<file path="config.mk">
export PLATFORM = sky130hd
export DESIGN_NAME = ifid_queue
export DESIGN_NICKNAME = d
export VERILOG_FILES = /design/src/rtl/ifid_queue.sv
export SDC_FILE = /design/constraint.sdc
export NUM_CORES = 1
export LEC_CHECK = 0
export BUFFER_PORTS_ARGS = -buffer_cell sky130_fd_sc_hd__buf_2
export CAP_MARGIN = 10
export CELL_PAD_IN_SITES_DETAIL_PLACEMENT = 0
export CELL_PAD_IN_SITES_GLOBAL_PLACEMENT = 1
export CORE_MARGIN = 8
export CORE_UTILIZATION = 42
export DETAILED_ROUTE_END_ITERATION = 10
export GPL_TIMING_DRIVEN = 0
export PLACE_DENSITY_LB_ADDON = 0.1
export SETUP_SLACK_MARGIN = 0.15
export SLEW_MARGIN = 20
export SYNTH_ARGS = -nofsm -noshare
export SYNTH_HDL_FRONTEND = slang
export SYNTH_SLANG_ARGS = --single-unit
</file>
<file path="constraint.sdc">
create_clock -name clk -period 4.9 [get_ports clk]
set_input_delay 0.49 -clock clk [delete_from_list [all_inputs] [get_ports clk]]
set_output_delay 0.49 -clock clk [all_outputs]
set_load 0.01 [all_outputs]
</file>
<file path="src/rtl/ifid_queue.sv">
// ifid_queue: IF/ID packet queue, a circular buffer of {pc, instr} with flush and async active-low reset.
module ifid_queue #(
  parameter int          DEPTH     = 2,
  parameter logic [31:0] NOP_INSTR = 32'h00000000
) (
  input  logic                       clk,
  input  logic                       reset,
  input  logic                       in_valid,
  input  logic [31:0]                in_pc,
  input  logic [31:0]                in_instr,
  output logic                       in_ready,
  input  logic                       flush,
  output logic                       out_valid,
  output logic [31:0]                out_pc,
  output logic [31:0]                out_pc4,
  output logic [31:0]                out_instr,
  input  logic                       out_ready,
  output logic [$clog2(DEPTH):0]     count
);
  localparam int AW = $clog2(DEPTH);
  localparam int CW = AW + 1;
  logic [31:0]   mem_pc    [DEPTH];
  logic [31:0]   mem_instr [DEPTH];
  logic [AW-1:0] wr_ptr, rd_ptr;
  logic          push, pop;
  assign in_ready  = count != CW'(DEPTH);
  assign out_valid = count != '0;
  assign push      = in_valid && in_ready && !flush;
  assign pop       = out_valid && out_ready && !flush;
  // Empty outputs are forced so stale storage never leaks to decode.
  assign out_pc    = out_valid ? mem_pc[rd_ptr] : 32'h0;
  assign out_instr = out_valid ? mem_instr[rd_ptr] : NOP_INSTR;
  assign out_pc4   = out_valid ? out_pc + 32'd4 : 32'h0;
  always_ff @(posedge clk) begin
    if (push) begin
      mem_pc[wr_ptr]    <= in_pc;
      mem_instr[wr_ptr] <= in_instr;
    end
  end
  always_ff @(posedge clk or negedge reset) begin
    if (!reset) begin
      wr_ptr <= '0;
      rd_ptr <= '0;
      count  <= '0;
    end else if (flush) begin
      wr_ptr <= '0;
      rd_ptr <= '0;
      count  <= '0;
    end else begin
      wr_ptr <= push ? wr_ptr + AW'(1) : wr_ptr;
      rd_ptr <= pop ? rd_ptr + AW'(1) : rd_ptr;
      count  <= count + CW'(push) - CW'(pop);
    end
  end
endmodule

</file>
# [After elaboration in Yosys (flattened, before gate mapping)]
# Memories as Yosys holds them, arrays and structs flattened.
# Index checks and enable logic that the tools add are counted.
[op_classes] add_sub_neg=5 eq_ne=1 n_mux=10 n_reduce_logical=8
[op_table] operator="2-to-1 mux 32 bit" n=3
[op_table] operator="adder 32 x 3 -> 32 bit (second input constant)" n=1
[op_table] operator="2-to-1 mux 1 bit" n=6
[op_table] operator="nonzero test 2 bit" n=3
[op_table] operator="logical AND 1 bit" n=4
[op_table] operator="adder 1 bit (second input constant)" n=2
[op_table] operator="adder 2 x 1 -> 2 bit" n=1
[op_table] operator="2-to-1 mux 2 bit" n=1
[op_table] operator="!= test 2 bit (second input constant)" n=1
[op_table] operator="subtractor 2 x 1 -> 2 bit" n=1
[op_table] operator="logical NOT 1 bit" n=1
[word_totals] regBits=4 mem_bits_rw=128 out_inout_bits=100 elab_cells=29 n_memories=2
[memory_table] memory="mem_instr" depth=2 width=32 read_ports=1 rd_ports_with_merged_regs=0 wr=1 line_no="23" source="logic [31:0] mem_instr [DEPTH];"
[memory_table] memory="mem_pc" depth=2 width=32 read_ports=1 rd_ports_with_merged_regs=0 wr=1 line_no="22" source="logic [31:0] mem_pc [DEPTH];"

# [Logic depth before layout (Yosys ltp)]
[depth] depth_word=6 ltp_mapped=13

# [Worst setup path after synthesis]
# Ideal clock, no wire load.
[synth_path] path_type="register to register" startpoint="register count[1]" endpoint="memory mem_instr[0][0], enable pin" setup_ns=0.486 t_arrival_ns=3.742 t_required_ns=4.414 setup_slack_ns=0.672 stages_incl_launch_ff=5 cell_sequence="dfrtp_1 or2b_1 nand2_1 or2_2 nor2_1"
[synth_via] elab_chain_cells=5
[synth_rtl] element="start: declaration" line_no="18" source="output logic [$clog2(DEPTH):0] count"
[synth_rtl] element="start signal: assignment" line_no="52" source="count <= count + CW'(push) - CW'(pop);"
[synth_rtl] element="!= test 2 bit" line_no="26" source="assign in_ready = count != CW'(DEPTH);"
[synth_rtl] element="named net in_ready" line_no="11" source="output logic in_ready,"
[synth_rtl] element="logical AND 1 bit (2 in a row)" line_no="28" source="assign push = in_valid && in_ready && !flush;"
[synth_rtl] element="2-to-1 mux 1 bit" line_no="35" source="if (push) begin"
[synth_rtl] element="2-to-1 mux 1 bit (implied by the code)" line_no="37" source="mem_instr[wr_ptr] <= in_instr;"
[synth_rtl] element="end: declaration" line_no="23"
# The timed path passes the listed nets, and every way through them passes these cells.

# [Worst setup path in the final report]
[layout_path] startpoint="register count[1]" endpoint="output port out_pc4[18]"
[layout_via] elab_chain_cells=4
[layout_rtl] element="nonzero test 2 bit *" line_no="27" source="assign out_valid = count != '0;"
[layout_rtl] element="2-to-1 mux 32 bit" line_no="31" source="assign out_pc = out_valid ? mem_pc[rd_ptr] : 32'h0;"
[layout_rtl] element="adder 32 x 3 -> 32 bit" line_no="33" source="assign out_pc4 = out_valid ? out_pc + 32'd4 : 32'h0;"
[layout_rtl] element="2-to-1 mux 32 bit *" line_no="33"
[layout_rtl] element="end: declaration" line_no="15" source="output logic [31:0] out_pc4,"
# Every way passes the cells marked *; elsewhere a longest branch is shown, timed or not.

==> run metrics <==
outcome=finished, final reports clean; register area share after synthesis=65.39%; most frequent cells in the layout=buf_2 (176), edfxtp_1 (128), nor2_1 (66), mux2i_1 (64), xor2_1 (22); final count of hold timing violations=0; cell count after synthesis=407; Setup Crit Path Kind=reg2out; Max stage delay on crit path=440 ps; compound-cell area share of the yosys netlist=1.535%; DIE AREA=18450 um^2; # IOs=between 150 and 200; Clock Latency Late Sink=410 ps; grt ovf=0; Most Frequent Cell on Critical Path=buf_2; Post-Synth Simple-Gate Area=14.09%; top cell type's share of synthesized area=63.73%; final cell count without fillers=794; Max H-tree Level=4; TritonCTS clock tree=built; Slew Viols, Final=0; Register-to-Register Path Depth=12; Detailed Routing Iterations Pass 1=4; placement row count=between 40 and 50; setup bufs post-CTS=0; placer congestion estimate=0.7691; Area Overhead vs Synth=28.32%; FF-to-FF Start=count[1]$_DFF_PN0_; Hold Buf Count CTS=1; number of global-route vias before repair=4200; dpl hpwl=10840 um; final setup fails=0; Global Route Usage Sum=15.73%; Max clock buf depth=2; routed len/inst=roughly 18 um; Seq pwr share=39.9%; Pint=2.318 mW; Die Wd=between 100 and 150 um; Crit. End Element=output pin; share of layout cells above drive strength 1=42.65%; IO Port Bufs=168; Synth Register Bits=132; Num CTS Buffers=17; die height=135.8 um; relative slew slack=59.33%; number of routed nets with antenna violations=0; CP Max Fanout=10; worst path arrival time=3960 ps; top cell type by total area after synthesis=edfxtp_1; number of max-cap violations=0; Clock Sinks=around 130; worst-path cell chain=nor2_2 > clkbuf_4 > buf_4 > buf_2 > buf_2 > buf_2 > nor2_1 > ha_1 > o21ai_0 > a211oi_4 > nand3_4 > nor3_1 > xor2_1 > buf_2; core area=13930 um^2; Hold EP=mem_instr[0][23]$_DFFE_PP_; synth top area cells=edfxtp_1 (64%), mux2i_1 (11%), nor2_1 (4.2%), xor2_1 (3.2%), nor4_2 (1.9%); CTS root buffer=clkbuf_16; unrepaired setup endpoints after global routing=no; Post-Route WL=14320 um; Starting DRT DRC Count=133; Fmax=0.2246 GHz; largest family of logic cells by synthesized area=simple AND/OR/NAND/NOR gates; Netlist cell types=36; Hold Path Stages=1; XOR/XNOR Fraction of Synth Area=4.502%; Psw=approximately 1.1 mW; switching part of the total=31.31%; fin nets=approximately 670; setup slack, reg-to-reg=2280 ps; mean post-synth cell area=about 15 um^2; via density per instance=4.874; Synth Cell Area=6031 um^2; via count=3870; pin count of the biggest net entering global routing=26; Comb pwr share=27.2%; Hold Path Class=in2reg; period utilization=between 90% and 100%; post-synthesis net count=479; antenna violations before repair=4; Pleak=3.082 nW; yosys warns=0; # DRC=0; slowest stage cell, crit path=dfrtp_1; nature of the critical path startpoint=flip-flop; reg2reg end=count[1]$_DFF_PN0_; clk slew on worst S/H paths=about 60 ps; CTS resizes=0; worst endpoint required time=around 4400 ps; Max IR drop VDD=0.2986 mV; placed cell count=759; most common cell after layout, fill and taps aside=buf_2; first-pass GRT wire length=22180 um; share of total power in the clock network=33.0%; min Tclk post-route=4452 ps; Synth Area in Adders=less than 1%; mux share of post-synthesis cell area=10.81%; Pwr Total=3.374 mW; Worst Max-Slew Pin Slew=603.6 ps; initial core utilization=43.28%; pwr/cell area=436.0 nW/um^2; Hold Startpoint=in_instr[23]; Worst Skew=between 5 and 6 ps
==> kinds of logic (layout without fill, tap and decap cells) <==
group / count (synthesis) / count (layout)
xor gates and xnor gates: 31 / 31
AOI/OAI and AO/OA: 8 / 8
adders and majority gates: 3 / 3
buffers and inverters: 26 / 231
and+or+nand+nor: 142 / 142
DFF: 132 / 132
other: 0 / 2
muxes: 65 / 65
==> per-stage QoR <==
| stage | setup TNS [ps] | utilization, % | worst slack [ps] | hold slack (ps) | instance area, um^2 |
|---|---|---|---|---|---|
| 2_1_floorplan | 0 | - | 671.6 | 194.4 | 6031 |
| 3_3_place_gp | -112580 | 50.93 | -888.2 | 299.0 | 7097 |
| 3_5_place_dp | 0 | 51.61 | 827.3 | 299.2 | 7192 |
| 4_1_cts | 0 | 55.50 | 375.7 | 253.2 | 7734 |
| 5_1_grt | 0 | 55.54 | 154.8 | 244.8 | 7739 |
| 6_report | 0 | 55.54 | 448.0 | 266.0 | 7739 |
==> registers in the layout, indices dropped and copies added, names as in the netlist <==
register and flops:
mem_instr 64, mem_pc 64, rd_ptr 1, wr_ptr 1, count 2
==> cell usage after synthesis <==
| cell | count |
|---|---|
| nand4_4 | 3 |
| buf_12 | 1 |
| buf_4 | 6 |
| clkbuf_4 | 1 |
| dfrtp_1 | 4 |
| nand4_2 | 1 |
| nor2_1 | 68 |
| nand3_1 | 15 |
| nor4_2 | 9 |
| nor3_2 | 6 |
| nand3b_4 | 1 |
| nand3_4 | 1 |
| nor2_2 | 5 |
| or2_2 | 1 |
| nor3_1 | 4 |
| nand4_1 | 3 |
| and2_1 | 3 |
| edfxtp_1 | 128 |
| inv_2 | 1 |
| a211oi_2 | 1 |
| a211oi_4 | 3 |
| xor2_1 | 22 |
| buf_6 | 3 |
| xnor2_1 | 9 |
| nand2_1 | 14 |
| buf_2 | 8 |
| o21ai_0 | 4 |
| ha_1 | 3 |
| nor2b_1 | 1 |
| buf_8 | 1 |
| or2b_1 | 1 |
| nand3b_1 | 3 |
| mux2i_1 | 64 |
| mux2_2 | 1 |
| nor3_4 | 3 |
| inv_1 | 5 |
==> how the worst max path moves through the flow <==
stage | slack (ps) | end | from
3_3_place_gp | -890 | mem_instr[0][29]$_DFFE_PP_ | count[1]$_DFF_PN0_
3_5_place_dp | 830 | out_pc4[18] | count[1]$_DFF_PN0_
6_report | 450 | out_pc4[18] | count[1]$_DFF_PN0_
4_1_cts | 380 | out_pc4[18] | count[1]$_DFF_PN0_
2_1_floorplan | 670 | mem_instr[0][0]$_DFFE_PP_ | count[1]$_DFF_PN0_
5_1_grt | 150 | out_pc4[18] | count[1]$_DFF_PN0_
==> power groups by stage <==
| stage | Combinational [mW] | Sequential, mW | Clock, mW |
|---|---|---|---|
| after detailed placement | 0.935 | 1.37 | 0 |
| final | 0.916 | 1.34 | 1.11 |
| after global placement | 0.915 | 1.38 | 0 |
| after global routing | 1.00 | 1.35 | 1.18 |
| after CTS | 0.939 | 1.35 | 1.13 |
| after floorplan | 0.566 | 1.37 | 0 |
==> worst max-delay path: cells and delay by family, from the launching register on <==
| family | cells | cell delay (ps) |
|---|---|---|
| buffers and inverters | 6 | 1310 |
| and+or+nand+nor | 4 | 800 |
| AOI/OAI and AO/OA | 2 | 510 |
| DFF | 1 | 440 |
| xor gates and xnor gates | 1 | 240 |
| adders and majority gates | 1 | 230 |
==> metal layers <==
metal	GRT usage [%]	vias up	part of all wire (%)
li1	-	1881	-
met1	17.26	1831	40
met2	27.18	137	50
met3	6.384	17	9.1
met4	4.997	4	0.77
met5	0	-	0.18
==> final cells by class <==
type / instances / area [um^2]
clock buffer: 17 / 425.4
fill: 1197 / 6196
timing repair buffer: 173 / 930.9
multi-input combinational: 249 / 1918
buffer: 20 / 161.4
tap: 180 / 225.2
antenna: 2 / 5.005
clock inverter: 15 / 106.4
inverter: 6 / 22.52
sequential: 132 / 3944
Power figures use the tool's default switching activity.
